## src/rtl/vga_palette_scanout.sv

```systemverilog
// VGA scanout engine: timing counters, sequential framebuffer addressing, and a
// 3-stage control delay line that lines up sync/de with the palette colour data.
module vga_palette_scanout #(
    parameter int h_active = 640,
    parameter int h_fp     = 16,
    parameter int h_sync   = 96,
    parameter int h_bp     = 48,
    parameter int v_active = 480,
    parameter int v_fp     = 10,
    parameter int v_sync   = 2,
    parameter int v_bp     = 33,
    parameter bit sync_pol = 1'b0,
    parameter int fb_aw    = 19,
    parameter int pal_aw   = 6
) (
    input  logic              clk,
    input  logic              rst,
    input  logic              en,
    output logic [fb_aw-1:0]  fb_addr,
    output logic              fb_rd,
    input  logic [7:0]        fb_data,
    output logic [pal_aw-1:0] pal_addr,
    input  logic [7:0]        pal_r,
    input  logic [7:0]        pal_g,
    input  logic [7:0]        pal_b,
    output logic [7:0]        vga_r,
    output logic [7:0]        vga_g,
    output logic [7:0]        vga_b,
    output logic              vga_hs,
    output logic              vga_vs,
    output logic              vga_de,
    output logic              frame_start
);

    localparam int H_TOTAL = h_active + h_fp + h_sync + h_bp;
    localparam int V_TOTAL = v_active + v_fp + v_sync + v_bp;
    localparam int HW      = $clog2(H_TOTAL + 1);
    localparam int VW      = $clog2(V_TOTAL + 1);

    localparam logic [HW-1:0]    H_ACT  = HW'(h_active);
    localparam logic [HW-1:0]    H_SS   = HW'(h_active + h_fp);
    localparam logic [HW-1:0]    H_SE   = HW'(h_active + h_fp + h_sync);
    localparam logic [HW-1:0]    H_LAST = HW'(H_TOTAL - 1);
    localparam logic [VW-1:0]    V_ACT  = VW'(v_active);
    localparam logic [VW-1:0]    V_SS   = VW'(v_active + v_fp);
    localparam logic [VW-1:0]    V_SE   = VW'(v_active + v_fp + v_sync);
    localparam logic [VW-1:0]    V_LAST = VW'(V_TOTAL - 1);
    localparam logic [fb_aw-1:0] FB_LAST = fb_aw'(h_active * v_active - 1);

    // Control bits are stored as "active" flags; all-zero is the blank, sync-inactive state.
    typedef struct packed {
        logic de;
        logic hs;
        logic vs;
        logic fs;
    } ctl_t;

    logic [HW-1:0] h_cnt;
    logic [VW-1:0] v_cnt;
    logic          h_wrap;
    logic          frame_end;
    ctl_t          ctl0, ctl1, ctl2;
    logic          fb_data_unused;

    // Stage 0 is gated by en so a disabled engine feeds blanks into the delay line.
    always_comb begin
        // NOTE: every output of a combinational block gets a default first so no latch is inferred.
        ctl0      = '0;
        h_wrap    = (h_cnt == H_LAST);
        frame_end = h_wrap && (v_cnt == V_LAST);
        if (en) begin
            ctl0.de = (h_cnt < H_ACT) && (v_cnt < V_ACT);
            ctl0.hs = (h_cnt >= H_SS) && (h_cnt < H_SE);
            ctl0.vs = (v_cnt >= V_SS) && (v_cnt < V_SE);
            ctl0.fs = (h_cnt == '0) && (v_cnt == '0);
        end
    end

    assign fb_rd          = ctl0.de && !rst;
    assign pal_addr       = fb_data[pal_aw-1:0];
    assign fb_data_unused = ^fb_data[7:pal_aw];

    // NOTE: state is updated with non-blocking assignments so every register samples pre-edge values.
    always_ff @(posedge clk or posedge rst) begin
        if (rst) begin
            h_cnt   <= '0;
            v_cnt   <= '0;
            fb_addr <= '0;
        end else if (!en) begin
            h_cnt   <= '0;
            v_cnt   <= '0;
            fb_addr <= '0;
        end else begin
            if (h_wrap) begin
                h_cnt <= '0;
                v_cnt <= (v_cnt == V_LAST) ? '0 : v_cnt + 1'b1;
            end else begin
                h_cnt <= h_cnt + 1'b1;
            end
            // The address saturates at the last pixel and is cleared only at the frame boundary.
            if (frame_end)
                fb_addr <= '0;
            else if (ctl0.de && (fb_addr != FB_LAST))
                fb_addr <= fb_addr + 1'b1;
        end
    end

    always_ff @(posedge clk or posedge rst) begin
        if (rst) begin
            ctl1        <= '0;
            ctl2        <= '0;
            vga_r       <= '0;
            vga_g       <= '0;
            vga_b       <= '0;
            vga_de      <= 1'b0;
            vga_hs      <= ~sync_pol;
            vga_vs      <= ~sync_pol;
            frame_start <= 1'b0;
        end else begin
            ctl1        <= ctl0;
            ctl2        <= ctl1;
            vga_r       <= ctl2.de ? pal_r : 8'h00;
            vga_g       <= ctl2.de ? pal_g : 8'h00;
            vga_b       <= ctl2.de ? pal_b : 8'h00;
            vga_de      <= ctl2.de;
            vga_hs      <= ctl2.hs ? sync_pol : ~sync_pol;
            vga_vs      <= ctl2.vs ? sync_pol : ~sync_pol;
            frame_start <= ctl2.fs;
        end
    end

endmodule

```

## config.mk

```make
export PLATFORM = sky130hd
export DESIGN_NAME = vga_palette_scanout
export DESIGN_NICKNAME = d
export VERILOG_FILES = /design/src/rtl/vga_palette_scanout.sv
export SDC_FILE = /design/constraint.sdc
export NUM_CORES = 1
export LEC_CHECK = 0
export BUFFER_PORTS_ARGS = -buffer_cell sky130_fd_sc_hd__buf_2
export CAP_MARGIN = 10
export CORE_MARGIN = 2
export CORE_UTILIZATION = 30
export DETAILED_ROUTE_END_ITERATION = 6
export SLEW_MARGIN = 5
export SYNTH_ARGS = -nofsm -noshare
export SYNTH_HDL_FRONTEND = slang
export SYNTH_SLANG_ARGS = --single-unit
```

## constraint.sdc

```tcl
create_clock -name clk -period 2.2 [get_ports clk]
set_input_delay 0.44 -clock clk [delete_from_list [all_inputs] [get_ports clk]]
set_output_delay 0.44 -clock clk [all_outputs]
set_load 0.1 [all_outputs]
```

# --- Word level (Yosys, flattened, before mapping) ---
# Index checks and enable logic that the tools add are counted.
op_classes:
  eq_ne: 5
  magnitude_cmp: 6
  mux: 14
  n_reduce_logical: 10
  add_sub_neg: 3
ops:
  columns: ["op", "n"]
  rows:
  - ["19-bit two-way mux", 3]
  - ["10-bit two-way mux", 5]
  - ["8-bit two-way mux", 3]
  - ["10-bit by 1-bit adder with 10-bit output, second input constant", 2]
  - ["10-bit == test, second input constant", 2]
  - ["10-bit logical NOT", 2]
  - ["10-bit less-than comparator, second input constant", 2]
  - ["10-bit by 9-bit less-than comparator with 1-bit output, second input constant", 2]
  - ["19-bit by 1-bit adder with 19-bit output, second input constant", 1]
  - ["19-bit != test, second input constant", 1]
  - ["10-bit greater-or-equal comparator, second input constant", 1]
  - ["10-bit by 9-bit greater-or-equal comparator with 1-bit output, second input constant", 1]
  - ["1-bit logical AND", 7]
  - ["4-bit two-way mux", 1]
  - ["3-bit by 1-bit != test with 1-bit output, second input constant", 1]
  - ["1-bit two-way mux", 2]
  - ["2-bit by 1-bit != test with 1-bit output, second input constant", 1]
  - ["1-bit logical NOT", 1]
totals:
  inputBits: 35
  word_cells: 56
  ff_bits: 75

# --- Logic depth before layout (Yosys ltp) ---
depth:
  ltp_word: 7
  ltp_mapped: 7
  depth_no_buf: 6

# --- Worst setup path after synthesis ---
# No wires, ideal clock.
synth_path:
  kind: "reg2out"
  from: "reg v_cnt[5]"
  to: "out fb_rd"
  path_stages_with_launch: 7
  slack_ns: -0.829
  required_time_ns: 1.760
  t_arrival_ns: 2.589
  path_buffers: 3
  cell_sequence: "dfrtp_1 buf_6 and4_4 or3_4 buf_6 buf_2 nor2_1"
synth_via:
  elab_chain_cells: 4
synth_lines:
  columns: ["element", "line", "text"]
  rows:
  - ["start: declaration", "59", "logic [VW-1:0] v_cnt;"]
  - ["start signal: assignment", "96", "v_cnt <= (v_cnt == V_LAST) ? '0 : v_cnt + 1'b1;"]
  - ["10-bit by 9-bit less-than comparator with 1-bit output", "72", "ctl0.de = (h_cnt < H_ACT) && (v_cnt < V_ACT);"]
  - ["1-bit logical AND", "72", null]
  - ["4-bit two-way mux", "71", "if (en) begin"]
  - ["1-bit logical AND", "79", "assign fb_rd = ctl0.de && !rst;"]
  - ["end: declaration", "20", "output logic fb_rd,"]
# Every way passes these cells.

# --- Worst setup path in the final report ---
layout_path:
  from: "reg h_cnt[8]"
  to: "out fb_rd"
layout_via:
  elab_chain_cells: 4
layout_lines:
  columns: ["element", "line", "text"]
  rows:
  - ["start: declaration", "58", "logic [HW-1:0] h_cnt;"]
  - ["start signal: assignment", "98", "h_cnt <= h_cnt + 1'b1;"]
  - ["10-bit less-than comparator", "72", null]
  - ["1-bit logical AND", "72", null]
  - ["4-bit two-way mux", "71", null]
  - ["1-bit logical AND", "79", null]
# Every way passes these cells.

==> key figures <==
Outcome
  – Status: complete, no violations

Drt
  – Vias: 2885
  – First DRT Iteration DRCs: 316
  – Wire per inst: 14.8 um
  – First-pass detailed-route iteration total: 4
  – WL final: 8.34 mm
  – Antenna Violating Nets Remaining: 0
  – DRC errors left: 0
  – Via-to-Cell Ratio: 5.13

Clock tree
  – Clock buffer depth: 2
  – Clock root cell: clkbuf_16
  – Clk Latency, worst-skew pair: 0.33 ns
  – H-tree Lvls: 3
  – Clock Pin Slew Worst Setup and Hold Paths: 0.06 ns
  – Number of clock sinks: 75
  – CTS tree: built
  – Num CTS Buffers: 9

STA
  – Slew headroom: 0.648
  – Achievable Freq: 0.466 GHz
  – # setup viols final: 0
  – RSZ-0062 raised after global routing: false
  – Fin crit period: 2.15 ns
  – Worst slew pin tran: 0.528 ns
  – Setup Skew: 0.00320 ns
  – Final hold violation count: 0
  – Min Hold Slack: 0.106 ns
  – Final Max Slew Viols: 0
  – Crit share post-route: 0.975

Synthesis
  – Avg Inst Size Synth: 10.8 um^2
  – Sequential fraction of the synthesis area: 0.530
  – Post-Synthesis Cell Area: 0.00355 mm^2
  – Top cells by area, synth: dfrtp_1 (51%), and2_1 (4.8%), mux2i_1 (3.7%)
  – Top-count cell post-synth: dfrtp_1
  – Async SR Flop Fraction: 1.00
  – Netlist cell types: 55
  – Gate Count Post-Synth: 328
  – Top cell type's share of synthesized area: 0.515
  – Synth area leader: dfrtp_1
  – Top post-synthesis cells by count: dfrtp_1 (73), and2_1 (27), nand3_1 (17), o211ai_1 (17), nor2_1 (16)
  – Post-synth EDFFs: 0
  – Number of synthesized register bits: 75
  – Synth Warn #: 0
  – Dominant synthesized flop cell: dfrtp_1
  – Syn Nets: 368

Global routing
  – Global-route wire length before repair: 13.8 mm
  – GR Util All Layers: 0.134
  – Largest net degree at the start of global routing: 41
  – Total gr overflow: 0
  – Vias in the first global route: 2756
  – Initial antenna violation count: 0

Worst setup path
  – Crit-path max FO: 2
  – Critical Path End Type: output port
  – Reg2reg setup slack: 0.19 ns
  – Kind of critical path: flip-flop to output port
  – CP arrival: 1.71 ns
  – Critical path data required time: 1.76 ns
  – Element type at the critical path start: flip-flop

Die
  – Die area: 0.0127 mm^2
  – Die Span X: 113 um
  – # IOs: 89
  – Die H: 113 um
  – Initial Util: 0.309
  – CORE AREA: 0.0115 mm^2
  – Rows: 39

Layout
  – ANT cells: 0
  – Fin util: 0.397
  – Fraction of layout cells with a size suffix above 1: 0.346
  – Final net count: 454
  – Fillers: 1075
  – Synthesis-to-layout area growth: 28.4%

Power and ir drop
  – Leakage: 2.08 nW
  – Clk pwr share: 0.441
  – P_int: 0.00256 W
  – P per Cell Area: 799 mW/mm^2
  – Final Power: 0.00364 W
  – VDD IR-drop max: 0.000608 V
  – Psw: 0.00108 W
  – Switch share: 0.296
  – Sequential Power Share: 0.408
  – Logic pwr share: 0.151

Worst hold path
  – Hold Crit Class: input pin to async pin

Place
  – DP HPWL: 5.62 mm
  – Gp weighted congestion: 0.798
  – Input/output buffers: 74

Flow run
  – Max Cap Violations: 0
## cells in the final DEF, fill, tap and decap left out, types with 7 or more instances in the layout
cell       count
and2_1        27
and4_1         7
buf_2         73
buf_4         23
clkbuf_16      9
dfrtp_1       59
dfrtp_2       12
inv_1         10
mux2i_1       13
nand2_1       15
nand3_1       17
nand4_1        9
nor2_1        15
o211ai_1      17
o21ai_0        9
o31ai_1        7
## registers in the layout, summed over array words and instances, names as in the netlist
name / flops
v_cnt: 10
h_cnt: 10
ctl1: 4
vga_vs: 1
frame_start: 1
vga_g: 8
vga_hs: 1
vga_de: 1
ctl2: 4
fb_addr: 19
vga_b: 8
vga_r: 8
## kinds of logic after synthesis
group / Yosys count / share of synthesized area
flip-flops: 75 / 0.530
AO/OA/AOI/OAI: 67 / 0.139
XOR/XNOR: 7 / 0.0173
AND/OR/NAND/NOR: 125 / 0.209
adder cells (fa/ha/maj): 5 / 0.0176
buffers and inverters: 36 / 0.0504
multiplexers: 13 / 0.0367
## final timing paths
| kind | startpoint | to | cells after the start |
|---|---|---|---|
| hold / removal | rst | fb_addr[15] | 2 |
| max in group asynchronous | rst | vga_vs | 3 |
| hold reg to reg | ctl2[0] | frame_start | 0 |
| setup / recovery | h_cnt[8] | fb_rd | 4 |
| setup reg to reg | fb_addr[0] | fb_addr[9] | 6 |
| min in group clk | pal_g[0] | vga_g[0] | 2 |
## worst max-delay path: stages, from the launching register on
cell and delay [ns]:
dfrtp_2 0.41, o21a_4 0.24, or3_4 0.43, nor2_4 0.12, buf_12 0.18
## power groups by stage
stage | sequential [W] | combinational [W] | clock [W]
after floorplan | 0.00181 | 0.000178 | 0
after global placement | 0.00151 | 0.000548 | 0
after detailed placement | 0.00151 | 0.000548 | 0
after CTS | 0.00149 | 0.000553 | 0.00164
after global routing | 0.00149 | 0.000579 | 0.00170
final | 0.00149 | 0.000548 | 0.00161
## what timing repair did
item	in CTS	in global routing
pin swaps	3	1
hold buffers	0	0
gates cloned	1	0
endpoints found under the setup margin	1	15
gates resized for setup	3	3
buffers inserted	3	0
## metrics by stage
step           setup WS, ns  TNS [ns]  cell area, um^2  cells
4_1_cts              0.0175         0             4550    562
6_report             0.0543         0             4560    562
3_5_place_dp         0.0790         0             4190    543
5_1_grt              0.0143         0             4560    562
2_1_floorplan       -0.0553    -0.207             3580    328
3_3_place_gp          0.136         0             4190    543
## area by class of cell
cell class | count | area, um^2 | area share
Tap cell | 143 | 179 | 0.0393
Sequential cell | 75 | 1900 | 0.417
Multi-Input combinational cell | 218 | 1520 | 0.334
Clock buffer | 10 | 229 | 0.0503
Timing Repair Buffer | 98 | 578 | 0.127
Clock inverter | 6 | 97.6 | 0.0214
Inverter | 12 | 48.8 | 0.0107
## layer usage
layer | vias to the layer above | wire, um | global-route usage
met5 | - | 0 | 0
met4 | 0 | 114 | 0.0520
met3 | 9 | 475 | 0.0337
met2 | 74 | 3890 | 0.210
met1 | 1425 | 3860 | 0.180
li1 | 1377 | - | -
(Power assumes the default switching activity.)
